==> src/rtl/parser_input_arbiter.sv <==
// parser_input_arbiter: packet-atomic round-robin arbiter onto the sequence parser input,
// with per-source completed-packet counters and a sticky mid-packet stall watchdog.
module parser_input_arbiter #(
    parameter int NUM_SRC     = 4,
    parameter int STALL_LIMIT = 64,
    parameter int CNT_W       = 16
) (
    input  logic                     clk,
    input  logic                     reset_b,
    input  logic [NUM_SRC*32-1:0]    src_data,
    input  logic [NUM_SRC-1:0]       src_val,
    input  logic [NUM_SRC-1:0]       src_last,
    output logic [NUM_SRC-1:0]       src_ready,
    output logic [31:0]              dataIn,
    output logic                     dataIn_val,
    output logic                     dataIN_last,
    input  logic                     dataIn_ready,
    output logic [2:0]               grant_id,
    output logic                     busy,
    output logic                     stall_err,
    input  logic                     clear_err,
    output logic [NUM_SRC*CNT_W-1:0] pkt_count
);
    localparam int SC_W = $clog2(STALL_LIMIT + 1);
    typedef enum logic {IDLE, BUSY} arbState;
    arbState state, nextState;
    logic [2:0] grant, lastGrant, winner;
    logic found, gVal, gLast, pktDone;
    logic [31:0] gData;
    logic [SC_W-1:0] stallCnt;
    logic [CNT_W-1:0] pktCnt [NUM_SRC];
    always_comb begin
        gData = '0;
        gVal = 1'b0;
        gLast = 1'b0;
        for (int i = 0; i < NUM_SRC; i++) begin
            if (grant == 3'(i)) begin
                gData = src_data[32*i +: 32];
                gVal = src_val[i];
                gLast = src_last[i];
            end
        end
    end
    // first requester found searching upward from lastGrant+1, wrapping
    always_comb begin
        winner = '0;
        found = 1'b0;
        for (int k = 1; k <= NUM_SRC; k++) begin
            for (int i = 0; i < NUM_SRC; i++) begin
                if (!found && src_val[i] && i == (int'(lastGrant) + k) % NUM_SRC) begin
                    winner = 3'(i);
                    found = 1'b1;
                end
            end
        end
    end
    always_comb begin
        src_ready = '0;
        for (int i = 0; i < NUM_SRC; i++) src_ready[i] = busy && grant == 3'(i) && dataIn_ready;
    end
    assign busy        = (state == BUSY);
    assign dataIn      = busy ? gData : '0;
    assign dataIn_val  = busy & gVal;
    assign dataIN_last = busy & gLast;
    assign grant_id    = grant;
    assign pktDone     = dataIn_val & dataIn_ready & dataIN_last;
    always_comb nextState = (state == IDLE) ? (found ? BUSY : IDLE) : (pktDone ? IDLE : BUSY);
    always_ff @(posedge clk or negedge reset_b) begin
        if (!reset_b) begin
            state <= IDLE;
            grant <= '0;
            lastGrant <= 3'(NUM_SRC - 1);
            stallCnt <= '0;
            stall_err <= 1'b0;
            for (int i = 0; i < NUM_SRC; i++) pktCnt[i] <= '0;
        end else begin
            state <= nextState;
            if (state == IDLE && found) grant <= winner;
            if (pktDone) lastGrant <= grant;
            for (int i = 0; i < NUM_SRC; i++) if (pktDone && grant == 3'(i)) pktCnt[i] <= pktCnt[i] + 1'b1;
            if (clear_err) begin
                stallCnt <= '0;
                stall_err <= 1'b0;
            end else if (!busy || gVal) begin
                stallCnt <= '0;
            end else if (stallCnt != SC_W'(STALL_LIMIT)) begin
                stallCnt <= stallCnt + 1'b1;
                if (stallCnt == SC_W'(STALL_LIMIT - 1)) stall_err <= 1'b1;
            end
        end
    end
    for (genvar i = 0; i < NUM_SRC; i++) begin : g_cnt
        assign pkt_count[CNT_W*i +: CNT_W] = pktCnt[i];
    end
endmodule

==> config.mk <==
export PLATFORM = sky130hd
export DESIGN_NAME = parser_input_arbiter
export DESIGN_NICKNAME = d
export VERILOG_FILES = /design/src/rtl/parser_input_arbiter.sv
export SDC_FILE = /design/constraint.sdc
export NUM_CORES = 1
export LEC_CHECK = 0
export ABC_AREA = 1
export BUFFER_PORTS_ARGS = -buffer_cell sky130_fd_sc_hd__buf_2
export CAP_MARGIN = 10
export CORE_MARGIN = 2
export CORE_UTILIZATION = 48
export CTS_CLUSTER_DIAMETER = 200
export DETAILED_ROUTE_END_ITERATION = 7
export PLACE_DENSITY = 0.82
export SYNTH_ARGS = -nofsm -noshare
export SYNTH_HDL_FRONTEND = slang
export SYNTH_SLANG_ARGS = --single-unit
==> constraint.sdc <==
create_clock -name clk -period 2.1 [get_ports clk]
set_input_delay 0 -clock clk [delete_from_list [all_inputs] [get_ports clk]]
set_output_delay 0 -clock clk [all_outputs]
set_load 0.05 [all_outputs]
After elaboration in Yosys (flattened, before gate mapping):

Index checks and enable logic that the tools add are counted.

* bits in registers: 78
* bits of input ports: 140
* output and inout bits: 107
* logic and storage cells: 173

* add/subtract/negate cells: 9
* equal/unequal tests: 18
* multiplexer cells: 54
* bitwise gates (word level): 9
* reductions and logical operators: 74

Operators with widths (count)
* two-way mux 32 bit: 5
* zero test 32 bit: 4
* adder 16 x 1 -> 16 bit (second input constant): 4
* logical AND 1 bit: 44
* two-way mux 3 bit: 14
* two-way mux 1 bit: 32
* == test 3 bit (first input constant): 8
* two-way mux 7 bit: 3
* zero test 1 bit: 16
* == test 2 x 3 -> 1 bit (first input constant): 4
* OR reduction 2 bit: 4
* adder 7 x 1 -> 7 bit (second input constant): 1
* == test 7 x 6 -> 1 bit (second input constant): 1
* inequality test 7 bit (second input constant): 1
* == test 3 x 2 -> 1 bit (second input constant): 2
* adder 2 x 1 -> 2 bit (second input constant): 2
* adder 2 bit (second input constant): 2
* AND 1 bit: 4
* AND 1 bit (first input constant): 4
* nonzero test 2 bit: 2
* == test 3 x 1 -> 1 bit (second input constant): 1
* zero test 3 bit: 1
* AND reduction 3 bit: 1
* nonzero test 3 bit: 1
* other kinds (3): 3

Logic depth before layout (Yosys ltp):

* depth after elaboration: 68
* depth in mapped cells: 15
* gate-level depth less buffers: 15

Worst setup path before layout:

No wires, ideal clock.

* path type: register to register
* from: register grant[1] (netlist: grant_id[1])
* to: register pktCnt, in the netlist pkt_count[42]
* library setup time: 0.122 ns
* arrival time: 2.329 ns
* data required time: 1.978 ns
* setup slack: -0.351 ns
* stages on the path, launching flop included: 15
* buffers on the path: 0
* period minus slack after synthesis: 2.451 ns
* cell sequence: dfrtp_1 inv_2 nand2_2 clkinv_2 nand2_1 nand3_2 nand3_2 inv_2 nand3_4 nor2_8 nand4_4 nor2_4 nand2_2 o21ai_1 nand2_1

* elaborated cells on any way between the ends: 17
* classes of those cells: 3 x eq/ne; 8 x mux; 4 x bitwise; 2 x reduce/logical

RTL lines
* start: declaration: line 27 `logic [2:0] grant, lastGrant, winner;`
* start signal: assignment: line 78 `if (state == IDLE && found) grant <= winner;`
* zero test 3 bit: line 37 `if (grant == 3'(i)) begin`
* two-way mux 1 bit (3 in series): line 37
* two-way mux 1 bit (*): line 37
* AND 1 bit (*): line 64 `assign dataIN_last = busy & gLast;`
* net dataIN_last: line 16 `output logic dataIN_last,`
* AND 1 bit (*): line 66 `assign pktDone = dataIn_val & dataIn_ready & dataIN_last;`
* logical AND 1 bit (*): line 80 `for (int i = 0; i < NUM_SRC; i++) if (pktDone && grant == 3'(i)) pktCnt[i] <= pktCnt[i] + 1'b1;`
* end: declaration: line 31 `logic [CNT_W-1:0] pktCnt [NUM_SRC];`

The timed path passes the listed nets; every way through them passes the cells marked *.
A chain may end at the register's enable or synchronous reset.

Final worst setup path:

* from: register lastGrant[0]
* to: register grant[1] (netlist: grant_id[1])

* word-level cells in the longest chain between the ends: 67
* elaborated cells on any way between the ends: 105
* classes of those cells: 4 x add/sub; 12 x eq/ne; 30 x mux; 4 x bitwise; 55 x reduce/logical

RTL lines
* start: declaration: line 27
* start signal: assignment: line 72 `lastGrant <= 3'(NUM_SRC - 1);`
* start signal: assignment: line 79 `if (pktDone) lastGrant <= grant;`
* adder 2 x 1 -> 2 bit: line 50 `if (!found && src_val[i] && i == (int'(lastGrant) + k) % NUM_SRC) begin`
* OR reduction 2 bit (no line)
* AND 1 bit (no line)
* zero test 32 bit: line 50
* logical AND 1 bit: line 50
* two-way mux 1 bit: line 50
* zero test 1 bit: line 50
* logical AND 1 bit (2 in series): line 50
* [48 not listed]
* two-way mux 1 bit: line 50
* zero test 1 bit: line 50
* logical AND 1 bit (2 in series): line 50
* two-way mux 1 bit: line 50
* zero test 1 bit: line 50
* logical AND 1 bit (2 in series): line 50
* two-way mux 1 bit: line 50
* logical AND 1 bit: line 78

Parallel ways exist; a longest one is shown, timed or not.

==> results.json <==
{
  "nets": 1137,
  "dpl.hpwl_mm": 12.8,
  "htree_levels": 3,
  "synth_area_leader_cell": "dfrtp_1",
  "initial_utilization_pct": 49.0,
  "synth.ff_latch_count": 77,
  "synth_top_area_share_pct": 35.5,
  "cts_sinks": 77,
  "peakVddDrop_mv": 1.90,
  "seq_area_frac_synth_pct": 36.5,
  "via_count": 5959,
  "cts_root_buffer": "clkbuf_8",
  "hp-start": "src_val[3]",
  "yosys_warnings": 0,
  "syn_area_um2": 5290,
  "clkTransAtPathRegs_ns": 0.08,
  "synthAdderAreaFrac_pct": 1.42,
  "die_h_um": 109,
  "async_flop_share_pct": 100,
  "period_share_pct": 97.3,
  "period_minus_slack_ns": 2.04,
  "area_growth_pct": 38.1,
  "drive_gt1_share_pct": 36.6,
  "rows": 38,
  "reg2reg_slack_ns": 0.06,
  "synth_edf_count": 0,
  "die_w_um": 109,
  "r2r-end": "grant_id[1]$_DFFE_PN0P_",
  "hp-class": "in2reg",
  "wirelength_mm": 16.1,
  "max_freq_mhz": 489,
  "cap_viol_max_count": 0,
  "core_area_um2": 10800,
  "worstSetupPathType": "reg2reg",
  "grt_start_max_net_pins": 46,
  "rsz0062_at_grt": "yes",
  "finalWeightedCongestion": 0.888,
  "num_antenna_cells": 0,
  "final_common_cell": "buf_2",
  "endpoint_kind": "flop",
  "worstHoldEndpoint": "grant_id[0]$_DFFE_PN0P_",
  "final_max_slew_viol_count": 0,
  "drtPass1Iterations": 6,
  "drc": 0,
  "synth_top_family_by_area": "simple AND/OR/NAND/NOR gates",
  "die-area_um2": 11900,
  "arrival_ns": 2.30,
  "syn_area_per_cell_um2": 7.35,
  "drt_iter0_markers": 415,
  "crit_fanout": 6,
  "crit_required_ns": 2.35,
  "synth_nets": 866,
  "cts_tree": "done",
  "power_leakage_nw": 3.91,
  "holdPathStages": 5,
  "hold_violations": 0,
  "clkLatencyLatePin_ns": 0.36,
  "setup_violations": 0,
  "antenna_left": 0,
  "synth-xor-area-share_pct": 9.60,
  "rr_worst_depth": 13,
  "track_usage_pct": 27.3,
  "ys.flop_type": "dfrtp_1",
  "final_cell_mix": "240 x buf_2, 171 x nand2_1, 76 x inv_1",
  "cp-start-kind": "flop",
  "fin_tns_setup_ns": 0,
  "clock-skew-final_ns": 0.00946,
  "postSynthCellCount": 720,
  "grt_overflow": 0,
  "synth-simple-area-share_pct": 33.7,
  "outcome": "finished, final reports clean",
  "vias_per_cell": 5.25,
  "numCtsBuffers": 9,
  "clockBufferDepth": 2,
  "synth_mux_area_share_pct": 0,
  "first_global_vias": 5459,
  "finalPower_mw": 9.64,
  "ios": 247,
  "synth_compound_area_share_pct": 10.9,
  "wl_per_cell_um": 14.2,
  "powerDensity_nw_per_um2": 1320,
  "grt_pass1_wl_mm": 25.7,
  "antenna_found_initial": 0,
  "r2r_start": "lastGrant[0]$_DFFE_PN1P_",
  "synth.distinct_cells": 42,
  "synth_area_leaders": "dfrtp_1 35%, nand2_1 13%, nor2_1 5.7%, inv_1 5.5%, xor2_1 5.0%",
  "final_util_pct": 67.7,
  "io_buffers": 245
}
[where the power goes]
part           switching, mW  internal, mW  total, mW
sequential             0.266          1.67       1.94
combinational           4.62          1.73       6.36
clock                  0.556         0.785       1.34
[flip-flops by register name (all words and copies together), names as in the netlist]
name       count
pkt_count     64
stallCnt       7
grant_id       2
lastGrant      2
busy           1
stall_err      1
[synth_stat cells, types with 4 or more instances]
cell type and number:
nor2_2 4, nand2_2 4, clkbuf_1 16, ha_1 6, nand4_1 13, nor3_1 16, nor4_1 13, xnor2_1 28
o221ai_1 15, buf_2 4, a21oi_1 18, nor2_1 80, o211ai_1 18, nand3_1 46, nand2_1 180, dfrtp_1 75
nor2_4 4, xor2_1 30, o21ai_0 36, inv_1 78
[layer usage]
metal	track usage [%]	wire length, um	vias up
li1	-	-	2897
met1	34.6	6610	2785
met2	46.1	7970	239
met3	5.44	1110	38
met4	10.2	457	0
met5	0	0	-
[per-stage QoR]
step	setup slack (ns)	std cells	hold slack [ns]	area, um2
floorplan	-0.100	720	-0.296	5380
global placement	0.145	1115	-0.0314	6940
detailed placement	0.0468	1115	-0.0299	6940
CTS	0.0294	1133	0.0459	7200
global route	-0.132	1136	0.0935	7310
finish	0.0561	1136	0.0638	7310
[layout make-up]
cell class                      count  area (um2)
Clock inverter                      7         114
Timing Repair Buffer              281        1530
Clock buffer                        9         124
Sequential cell                    77        1930
Tap cell                          140         175
Multi-Input combinational cell    537        3070
Inverter                           85         353
Fill cell                         880        3480
[timing repair]
action,CTS,global route
gates resized for setup,2,29
setup endpoints to repair,2,25
hold endpoints to repair,79,0
pin swaps,0,13
hold buffers,2,0
buffers inserted,0,3
[cell families (layout without fill, tap and decap cells)]
logic type               Yosys count  after routing
AO/OA/AOI/OAI                     94             94
other                              1              1
flip-flops                        77             77
XOR/XNOR                          58             58
AND/OR/NAND/NOR                  378            378
adder cells (fa/ha/maj)            6              6
buffers and inverters            106            382
[worst max path at each step]
| stage | slack [ns] | end | cells after the start | startpoint |
|---|---|---|---|---|
| final | 0.06 | grant_id[1]$_DFFE_PN0P_ | 13 | lastGrant[0]$_DFFE_PN1P_ |
| after global routing | -0.13 | grant_id[1]$_DFFE_PN0P_ | 13 | lastGrant[0]$_DFFE_PN1P_ |
| after CTS | 0.03 | dataIn[27] | 7 | grant_id[0]$_DFFE_PN0P_ |
| after detailed placement | 0.05 | pkt_count[26]$_DFFE_PN0P_ | 13 | grant_id[0]$_DFFE_PN0P_ |
| after global placement | 0.14 | pkt_count[26]$_DFFE_PN0P_ | 13 | grant_id[0]$_DFFE_PN0P_ |
| after floorplan | -0.10 | pkt_count[45]$_DFFE_PN0P_ | 14 | grant_id[0]$_DFFE_PN0P_ |
[worst max-delay path, stage by stage, from the launching register on]
cell and delay, ns:
dfstp_2 0.62, inv_2 0.07, nand3_2 0.08, nand2_2 0.07
nor2_1 0.08, nand4_1 0.13, nor2_1 0.14, nand4_1 0.16
nor2_2 0.18, nand4_1 0.12, nand2_2 0.13, nand2_2 0.06
nand2_1 0.06, nand2_1 0.04
No activity file was read; power rests on OpenSTA's default activity.
